===== config.mk =====
export PLATFORM = sky130hd
export DESIGN_NAME = game_clock_timer
export DESIGN_NICKNAME = d
export VERILOG_FILES = /design/src/rtl/game_clock_pkg.sv /design/src/rtl/tick_sync_edge.sv /design/src/rtl/game_clock_timer.sv
export SDC_FILE = /design/constraint.sdc
export NUM_CORES = 1
export LEC_CHECK = 0
export BUFFER_PORTS_ARGS = -buffer_cell sky130_fd_sc_hd__buf_2
export CAP_MARGIN = 20
export CORE_AREA = 2 2 64 73
export CTS_BUF_LIST = sky130_fd_sc_hd__clkbuf_8
export CTS_CLUSTER_DIAMETER = 40
export DETAILED_ROUTE_END_ITERATION = 16
export DIE_AREA = 0 0 66 75
export PLACE_DENSITY = 0.63
export SKIP_CTS_REPAIR_TIMING = 1
export SLEW_MARGIN = 20
export SYNTH_ARGS = -nofsm -noshare
export SYNTH_HDL_FRONTEND = slang
export SYNTH_SLANG_ARGS = --single-unit
export TNS_END_PERCENT = 100

===== constraint.sdc =====
create_clock -name in_clk -period 2.6 [get_ports in_clk]
set_input_delay 0.52 -clock in_clk [delete_from_list [all_inputs] [get_ports in_clk]]
set_output_delay 0.52 -clock in_clk [all_outputs]
set_load 0.1 [all_outputs]

===== src/rtl/game_clock_pkg.sv =====
// rtl/game_clock_pkg.sv - shared state encoding and counter widths for the game clock
package game_clock_pkg;

  localparam int SEC_W = 10;
  localparam int SUB_W = 7;

  typedef enum logic [1:0] {
    IDLE  = 2'd0,
    RUN   = 2'd1,
    PAUSE = 2'd2,
    DONE  = 2'd3
  } state_e;

endpackage


===== src/rtl/tick_sync_edge.sv =====
// rtl/tick_sync_edge.sv - synchronises the divided clock and emits one tick per rising edge
module tick_sync_edge #(
  parameter int SYNC_STAGES = 2
) (
  input  logic in_clk,
  input  logic rst_n,
  input  logic div_clk_in,
  output logic tick
);

  localparam int PRIME_CYCLES = SYNC_STAGES + 1;
  localparam int PRIME_W      = $clog2(PRIME_CYCLES + 1);
  localparam logic [PRIME_W-1:0] PRIME_DONE = PRIME_W'(PRIME_CYCLES);

  logic [SYNC_STAGES-1:0] sync_q, sync_d;
  logic                   prev_q, prev_d;
  logic                   tick_q, tick_d;
  logic [PRIME_W-1:0]     prime_q, prime_d;
  logic                   primed;
  logic                   sync_out;

  assign sync_out = sync_q[SYNC_STAGES-1];
  assign primed   = (prime_q == PRIME_DONE);

  // Until the chain has flushed its reset zeros, a high input would look like an edge.
  always_comb begin
    sync_d  = {sync_q[SYNC_STAGES-2:0], div_clk_in};
    prev_d  = sync_out;
    prime_d = primed ? prime_q : prime_q + PRIME_W'(1);
    tick_d  = sync_out & ~prev_q & primed;
  end

  always_ff @(posedge in_clk or negedge rst_n) begin
    if (!rst_n) begin
      sync_q  <= '0;
      prev_q  <= 1'b0;
      tick_q  <= 1'b0;
      prime_q <= '0;
    end else begin
      sync_q  <= sync_d;
      prev_q  <= prev_d;
      tick_q  <= tick_d;
      prime_q <= prime_d;
    end
  end

  assign tick = tick_q;

endmodule


===== src/rtl/game_clock_timer.sv =====
// rtl/game_clock_timer.sv - hockey period countdown (seconds + hundredths) with start/pause/clear
// Optional low-time warning output enabled by defining GAME_CLOCK_WARN_EN.
module game_clock_timer
  import game_clock_pkg::*;
#(
  parameter int SYNC_STAGES   = 2,
  parameter int TICKS_PER_SEC = 100,
  parameter int PERIOD_SEC    = 300,
  parameter int WARN_SEC      = 10
) (
  input  logic             in_clk,
  input  logic             rst_n,
  input  logic             div_clk_in,
  input  logic             start,
  input  logic             pause,
  input  logic             clear,
  output logic             tick,
  output logic [SEC_W-1:0] sec_left,
  output logic [SUB_W-1:0] sub_left,
  output logic             running,
  output logic             expired,
  output logic             warn
);

  localparam logic [SEC_W-1:0] SEC_LOAD = SEC_W'(PERIOD_SEC);
  localparam logic [SUB_W-1:0] SUB_TOP  = SUB_W'(TICKS_PER_SEC - 1);

  if (SYNC_STAGES < 2 || PERIOD_SEC < 0 || PERIOD_SEC > 1023 || TICKS_PER_SEC < 1 ||
      TICKS_PER_SEC > 128 || WARN_SEC < 0 || WARN_SEC > 1023) begin : g_bad_param
    $error("game_clock_timer: parameter out of range");
  end

  state_e           state_q, state_d;
  logic [SEC_W-1:0] sec_q, sec_d;
  logic [SUB_W-1:0] sub_q, sub_d;
  logic             running_q, running_d;
  logic             expired_q, expired_d;
  logic             tick_w;

  tick_sync_edge #(
    .SYNC_STAGES (SYNC_STAGES)
  ) u_tick (
    .in_clk     (in_clk),
    .rst_n      (rst_n),
    .div_clk_in (div_clk_in),
    .tick       (tick_w)
  );

  always_ff @(posedge in_clk or negedge rst_n) begin
    if (!rst_n) begin
      state_q   <= IDLE;
      sec_q     <= SEC_LOAD;
      sub_q     <= '0;
      running_q <= 1'b0;
      expired_q <= 1'b0;
    end else begin
      state_q   <= state_d;
      sec_q     <= sec_d;
      sub_q     <= sub_d;
      running_q <= running_d;
      expired_q <= expired_d;
    end
  end

  // clear beats pause beats start; a tick only counts in RUN when neither pause nor clear is up.
  always_comb begin
    state_d = state_q;
    sec_d   = sec_q;
    sub_d   = sub_q;
    if (clear) begin
      state_d = IDLE;
      sec_d   = SEC_LOAD;
      sub_d   = '0;
    end else begin
      unique case (state_q)
        IDLE, PAUSE: begin
          if (start && !pause) state_d = RUN;
        end
        RUN: begin
          if (pause) begin
            state_d = PAUSE;
          end else if (tick_w) begin
            if (sub_q != '0) begin
              sub_d = sub_q - 1'b1;
            end else if (sec_q != '0) begin
              sec_d = sec_q - 1'b1;
              sub_d = SUB_TOP;
            end
            if (sub_d == '0 && sec_d == '0) state_d = DONE;
          end
        end
        DONE: begin
          state_d = DONE;
        end
      endcase
    end
    running_d = !clear && (state_q == RUN);
    expired_d = !clear && (state_q == DONE);
  end

`ifdef GAME_CLOCK_WARN_EN
  localparam logic [SEC_W-1:0] WARN_LIM = SEC_W'(WARN_SEC);

  logic warn_q, warn_d;

  always_comb begin
    warn_d = !clear && (state_q == RUN || state_q == PAUSE) && (sec_q < WARN_LIM);
  end

  always_ff @(posedge in_clk or negedge rst_n) begin
    if (!rst_n) warn_q <= 1'b0;
    else        warn_q <= warn_d;
  end

  assign warn = warn_q;
`else
  assign warn = 1'b0;
`endif

  assign tick     = tick_w;
  assign sec_left = sec_q;
  assign sub_left = sub_q;
  assign running  = running_q;
  assign expired  = expired_q;

endmodule

==> impl_metrics.json <==
{
  "drive_gt1_share_pct": 23.2,
  "max_freq_mhz": 424,
  "worst_pin_slew_ps": 582,
  "synth_area_um2": 1640,
  "die_y_um": 75,
  "p_leak_nw": 0.830,
  "holdCritPathClass": "in2async",
  "layout_common_cells": "buf_2 (25), nor2_1 (24), dfrtp_1 (19), o21ai_0 (13), nand2_1 (12)",
  "seq_area_frac_synth_pct": 41.6,
  "syn-num-nets": 193,
  "ys.flop_type": "dfrtp_1",
  "io_buffers": 25,
  "slew_headroom_pct": 61.2,
  "vias": 1449,
  "h-tree-depth": 1,
  "grt_pass1_wl_mm": 6.59,
  "clk_latency_ps": 270,
  "synth_top_area_share_pct": 35.2,
  "wirelength_mm": 3.87,
  "ys_ff_latch": 27,
  "final_util_pct": 43.9,
  "syn_avg_cell_area_um2": 8.99,
  "pin_count": 27,
  "whs_ps": 237,
  "final_common_cell": "buf_2",
  "place_hpwl_mm": 2.83,
  "clkSlewWorstSetupHoldPaths_ps": 100,
  "cts-root-buf": "clkbuf_8",
  "fin_crit_ps": 2360,
  "maxCapViolCount": 0,
  "grtUsageTotal_pct": 17.1,
  "die_width_um": 66,
  "end_kind": "flip-flop",
  "powerDensity_nw_per_um2": 429,
  "place_congestion": 0.868,
  "drt_iter0_markers": 78,
  "setup_violations": 0,
  "design.core.area_um2": 4190,
  "rows": 25,
  "synth-async-reset-ratio_pct": 100,
  "drc_errors": 0,
  "rsz0062_at_grt": "no",
  "yosys.area.top_type": "dfrtp_1",
  "ant_nets": 0,
  "crit_arrival_ps": 2580,
  "peakVddDrop_v": 0.000293,
  "synth_edf_count": 0,
  "die_area_um2": 4950,
  "wl_per_cell_um": 15.1,
  "status": "completed",
  "final_nets": 215,
  "slew_violations": 0,
  "hold_viol_final": 0,
  "cts_made_buffers": 3,
  "cp-start-kind": "flip-flop",
  "path_class": "reg2reg",
  "clock_skew_ps": 3.04,
  "via_per_inst": 5.64,
  "cts.sinks": 27,
  "initial_core_util_pct": 39.0,
  "synthCells": 182,
  "antenna_found_initial": 0,
  "synthTopCellsByArea": "dfrtp_1 (35%), dfstp_2 (6.4%), nor2_1 (5.5%)",
  "antennaDiodeCount": 0,
  "syn_to_final_growth_pct": 12.6,
  "ys_types": 51,
  "grt-ovfl-total": 0,
  "ys.warnings.count": 0,
  "fin_crit_sh_pct": 90.8,
  "grt_pass1_vias": 1396,
  "setup-tns-final_ps": 0,
  "cp.required_ps": 2820,
  "path_max_fanout": 13,
  "cts_buffer_depth": 2,
  "cts_tree": "done",
  "drtPass1Iterations": 4,
  "grt_max_degree": 28
}
cell families after synthesis:
kind of cell,Yosys count,share of synthesized area (%)
AND/OR/NAND/NOR,75,24.6
AO/OA/AOI/OAI,42,17.1
flip-flops,27,41.6
buffers and inverters,20,5.89
XOR/XNOR,9,4.82
adder cells (fa/ha/maj),6,4.44
multiplexers,2,1.30
other,1,0.229
synth_stat cells (2+ instances only):
library cell	count
nor2_1	24
dfrtp_1	23
o21ai_0	13
nand2_1	12
inv_1	9
a21oi_1	7
clkbuf_1	6
nand3_1	6
ha_1	5
nor3_1	5
nor4_1	5
xnor2_1	5
a31oi_1	4
dfstp_2	4
o41ai_1	4
xor2_1	4
nand2b_1	3
nand4b_1	3
o31ai_1	3
and3b_1	2
buf_2	2
buf_6	2
o22ai_1	2
or3_1	2
per-stage QoR:
step           setup WS [ps]  area (um^2)  cells  total power [mW]
2_1_floorplan           24.8         1640    182             0.528
3_3_place_gp             366         1790    253             0.554
3_5_place_dp             279         1790    253             0.555
4_1_cts                  247         1840    257             0.801
5_1_grt                  139         1840    257             0.834
6_report                 240         1840    257             0.791
flip-flops by register name (all words and copies together), names as in the netlist:
signal and flops:
sec_left 10, sub_left 7, state_q 2, u_tick.prime_q 2, u_tick.sync_q 2, expired 1
running 1, u_tick.prev_q 1, u_tick.tick 1
layer usage:
metal  GRT usage [%]  vias to the layer above  wire [um]
met5               0                        -          0
met4            4.76                        0         48
met3            1.79                        8        195
met2            29.3                       51       1880
met1            23.3                      691       1750
li1                -                      699          -
report_power, final:
| part | switching (mW) | internal, mW |
|---|---|---|
| clock | 0.136 | 0.109 |
| combinational | 0.0829 | 0.0238 |
| sequential | 0.00972 | 0.430 |
| total | 0.229 | 0.562 |
area by class of cell:
cell class	count	area (um^2)
Clock inverter	1	7.51
Fill cell	451	2350
Sequential cell	27	686
Inverter	9	33.8
Tap cell	54	67.6
Clock buffer	3	41.3
Multi-Input combinational cell	135	858
Timing Repair Buffer	28	148
worst max-delay path, cell delays in order, from the launching register on:
cell and delay (ps):
dfrtp_2 470, or4_4 540, or2_4 340, o41ai_1 400, nand3_1 120, nor4_1 260
a31o_1 180
path summary, 6_finish.rpt:
path	slack [ps]	cells past startpoint	startpoint	endpoint
hold reg to reg	360	0	u_tick.sync_q[0]$_DFF_PN0_	u_tick.sync_q[1]$_DFF_PN0_
hold / removal	240	1	rst_n	sec_left[4]$_DFFE_PN0P_
setup / recovery	240	6	sub_left[2]$_DFFE_PN0P_	state_q[1]$_DFFE_PN0P_
min in group in_clk	350	1	div_clk_in	u_tick.sync_q[0]$_DFF_PN0_
max in group asynchronous	1950	1	rst_n	sub_left[5]$_DFFE_PN0P_
setup reg to reg	240	6	sub_left[2]$_DFFE_PN0P_	state_q[1]$_DFFE_PN0P_
Power figures use the tool's default switching activity.
